### config.mk
export PLATFORM = sky130hd
export DESIGN_NAME = burst_ctrl
export DESIGN_NICKNAME = d
export VERILOG_FILES = /design/src/rtl/burst_ctrl.sv
export SDC_FILE = /design/constraint.sdc
export NUM_CORES = 1
export LEC_CHECK = 0
export ABC_AREA = 1
export CORE_UTILIZATION = 50
export CTS_BUF_LIST = sky130_fd_sc_hd__clkbuf_8
export DETAILED_ROUTE_END_ITERATION = 8
export PLACE_DENSITY = 0.85
export REMOVE_ABC_BUFFERS = 1
export SLEW_MARGIN = 40
export SYNTH_ARGS = -nofsm -noshare
export SYNTH_HDL_FRONTEND = slang
export SYNTH_SLANG_ARGS = --single-unit
### constraint.sdc
create_clock -name clk -period 4.15 [get_ports clk]
set_clock_uncertainty 0.15 [all_clocks]
set_input_delay 0.83 -clock clk [delete_from_list [all_inputs] [get_ports clk]]
set_output_delay 0.83 -clock clk [all_outputs]
set_load 0.05 [all_outputs]
### src/rtl/burst_ctrl.sv
// Burst sequencer: latches a burst request, issues one beat per mem_ready
// handshake and hands burst_len/counter to the downstream compare stage.
module burst_ctrl #(
    parameter int ADDR_WIDTH    = 8,
    parameter int COUNTER_WIDTH = 4
) (
    input  logic                     clk,
    input  logic                     rst,
    input  logic                     start,
    input  logic                     rw,
    input  logic [ADDR_WIDTH-1:0]    base_addr,
    input  logic [COUNTER_WIDTH-1:0] burst_len_in,
    input  logic                     abort,
    input  logic                     mem_ready,
    input  logic                     stop_signal,
    output logic [COUNTER_WIDTH-1:0] burst_len,
    output logic [COUNTER_WIDTH-1:0] counter,
    output logic [ADDR_WIDTH-1:0]    addr,
    output logic                     mem_en,
    output logic                     mem_we,
    output logic                     busy,
    output logic                     done
);

    typedef enum logic [1:0] {IDLE, ISSUE, DONE} state_t;

    // Largest length whose beat count (len+1) is still representable in counter.
    localparam logic [COUNTER_WIDTH-1:0] LEN_MAX = {{(COUNTER_WIDTH-1){1'b1}}, 1'b0};

    state_t state, state_nxt;

    function automatic logic [COUNTER_WIDTH-1:0] clamp_len(input logic [COUNTER_WIDTH-1:0] len);
        return (len > LEN_MAX) ? LEN_MAX : len;
    endfunction

    always_ff @(posedge clk or posedge rst) begin
        if (rst) state <= IDLE;
        else     state <= state_nxt;
    end

    always_comb begin
        state_nxt = state;
        mem_en    = 1'b0;
        busy      = 1'b0;
        done      = 1'b0;
        case (state)
            IDLE: begin
                if (start) state_nxt = ISSUE;
            end
            ISSUE: begin
                busy   = 1'b1;
                mem_en = ~stop_signal;
                if (stop_signal || abort) state_nxt = DONE;
            end
            DONE: begin
                busy      = 1'b1;
                done      = 1'b1;
                state_nxt = IDLE;
            end
            default: state_nxt = IDLE;
        endcase
    end

    // A beat accepted alongside abort still advances counter and addr.
    always_ff @(posedge clk or posedge rst) begin
        if (rst) begin
            burst_len <= '0;
            counter   <= '0;
            addr      <= '0;
            mem_we    <= 1'b0;
        end else if (state == IDLE && start) begin
            burst_len <= clamp_len(burst_len_in);
            counter   <= '0;
            addr      <= base_addr;
            mem_we    <= rw;
        end else if (mem_en && mem_ready) begin
            counter <= counter + 1'b1;
            addr    <= addr + 1'b1;
        end
    end

endmodule
==> reports/metrics.cfg <==
[timing]
hold_viol=0
max_slew_margin_pct=54.81
tns_ps=0
fin_crit_ps=3235
setup_viol=0
fmax_mhz=309.1
fin_crit_sh_pct=77.96
rsz0062_at_grt=false
drv_slew=0
whs_ps=333.2
tightestPinTransition_ps=673.7

[pwr]
p_per_area_nw_per_um2=839.5
internal_power_uw=603.6
p_leak_uw=0.0007316
p_clk_share_pct=9.9
pwr-share-seq_pct=26.6
comb_power_share_pct=63.5
ir_drop_mv=0.5001
p_sw_uw=702.0
switching_share_pct=53.77

[critical_path]
critical_path.max_stage_delay_ps=800
crit_slowest_cell=clkdlybuf4s50_1
cp_num_buf_inv=4
crit_type=input pin to output pin
cp_data_required_time_ps=3170
end_kind=output pin
crit_path_start_kind=input pin
worstPathArrival_ps=2260
crit_fanout=2
critPathTopFamily=buffers and inverters
worstPathCellList=clkdlybuf4s50_1 > inv_1 > nand2_1 > inv_1 > clkdlybuf4s50_1

[global_route]
use_met1_pct=25.64
grt_usage_pct=23.12
gr-max-usage-layer=met2
grt_pass1_wl_mm=4.422
met2_usage_pct=44.14
antenna_found_initial=0
grt_pass1_vias=1086
use_met3_pct=4.321
grt_max_degree=23
overflow=0

[floorplanning]
core-area_sq_um=2042
io-pin-count=39
die_width_um=49.59
die_y_um=49.59
start_util_pct=55.45
row_count=16
die-area_sq_um=2459

[placed_design]
placed_cell_area_sq_um=1509
place_congestion=0.7524
hpwl_mm=1.891
dp.cells=204
port_buffers=38

[drt]
avgRoutedWirePerCell_um=12.41
avgViaCountPerCell=5.091
first_pass_iters=4
drt_first_iter_violations=21
ant_nets=0
vias=1059
drc=0
drt-total-wl_mm=2.581

[logic_synthesis]
synth_edf_count=0
synth_compound_area_share_pct=6.519
ys_types=23
syn_area_sq_um=1132
synth-simple-area-share_pct=34.25
ys_seq_area_share_pct=41.99
synth_area_leader_cell=dfrtp_1
yosysTopAreaCellShare_pct=41.99
synth_fa_ha_area_share_pct=7.735
synth_xor_xnor_area_share_pct=1.547
syn_avg_cell_area_sq_um=7.974
synth.area.top_cells=dfrtp_1, nand2_1, ha_1
synthMuxAreaShare_pct=0
ys.flop_type=dfrtp_1
async_flop_share_pct=100.0
synth_common_cells=nand2_1, dfrtp_1, nor2_1, inv_1, nand3_1
synth_top_family_by_area=simple AND/OR/NAND/NOR gates
yosysWarnings=0
postSynthCellCount=142
synthMostInstantiatedCell=nand2_1
ys_seq_elements=19

[finish]
drive_gt1_share_pct=9.392
instances_no_fill=208
postLayoutCellArea_sq_um=1555
area_growth_pct=37.35
post-route-util_pct=76.16
diodes=0
fin_nets=208

[clocking]
cts-root-buf=clkbuf_8
h-tree-depth=1
cts.repair.resized=0
hold_buffers=0
cts_max_path_buffers=2
cts_tree=done
post_cts_buffers=0
path_clk_slew_ps=80
clk-insertion-delay-late_ps=250
cts.sink_count=19
cts_buffers=3

[job]
cap_violations=0

[run_status]
status=finished, final reports clean

[hold_path]
hold_path_class=flop to flop

==> kinds of logic (layout without fill, tap and decap cells) <==
group / after synthesis / in the layout
AOI/OAI and AO/OA: 14 / 14
xor gates and xnor gates: 2 / 2
adders and majority gates: 7 / 7
buffers and inverters: 17 / 56
DFF: 19 / 19
and+or+nand+nor: 83 / 83
==> registers in the layout, summed over array words and instances (netlist names) <==
register	cells
burst_len	4
addr	8
state	2
mem_we	1
counter	4
==> worst paths after layout <==
kind / startpoint / end / slack [ps] / depth (start not counted)
max: stop_signal / mem_en / 910 / 5
min: burst_len[3] / burst_len[3] / 330 / 2
max reg2reg: state[0] / addr[4] / 2160 / 7
min reg2reg: burst_len[3] / burst_len[3] / 330 / 2
max in group asynchronous: rst / state[1] / 2780 / 2
min in group asynchronous: rst / burst_len[2] / 740 / 2
==> final cells by class <==
cell class | count | area, sq um
Clock buffer | 3 | 41.29
Fill cell | 164 | 486.7
Clock inverter | 1 | 5.005
Timing Repair Buffer | 38 | 380.4
Sequential cell | 19 | 475.5
Tap cell | 27 | 33.78
Multi-Input combinational cell | 106 | 566.8
Inverter | 14 | 52.55
==> worst reg2reg max path: cells and delay by family, from the launching register on <==
kind,cells,cell delay [ps]
compound gates,1,70
simple gates,3,660
buf+inv,2,400
fa+ha+maj,1,240
flops,1,380
==> metal layers <==
| metal | part of all wire, % | vias up |
|---|---|---|
| met5 | 0 | - |
| met4 | 0 | 0 |
| met3 | 7.2 | 0 |
| met2 | 51 | 40 |
| met1 | 42 | 492 |
| li1 | - | 527 |
==> stage by stage <==
step,total power [uW],worst slack (ps)
2_1_floorplan,920.7,1898
3_3_place_gp,1144,951.6
3_5_place_dp,1171,907.6
4_1_cts,1310,909.0
5_1_grt,1389,865.1
6_report,1306,914.6
==> power by group through the flow <==
stage	Clock (uW)	Combinational (uW)	Sequential, uW
4_1_cts	133	832	346
3_3_place_gp	0	800	344
6_report	130	829	347
5_1_grt	140	891	359
2_1_floorplan	0	351	570
3_5_place_dp	0	823	348
==> cells in the final DEF, fill, tap and decap left out <==
cell type and count:
a21oi_1 4, a31oi_1 1, and3_1 1, clkbuf_8 3, clkdlybuf4s50_1 38, clkinv_1 1, clkinv_2 1, dfrtp_1 19
ha_1 7, inv_1 12, inv_2 1, nand2_1 42, nand2_2 3, nand2_4 1, nand3_1 11, nand3_2 4
nor2_1 17, nor2_2 1, nor2_4 2, o21ai_0 1, o21ai_1 6, o22ai_1 2, or2_2 1, xnor2_1 1
xor2_1 1
Power figures use the tool's default switching activity.
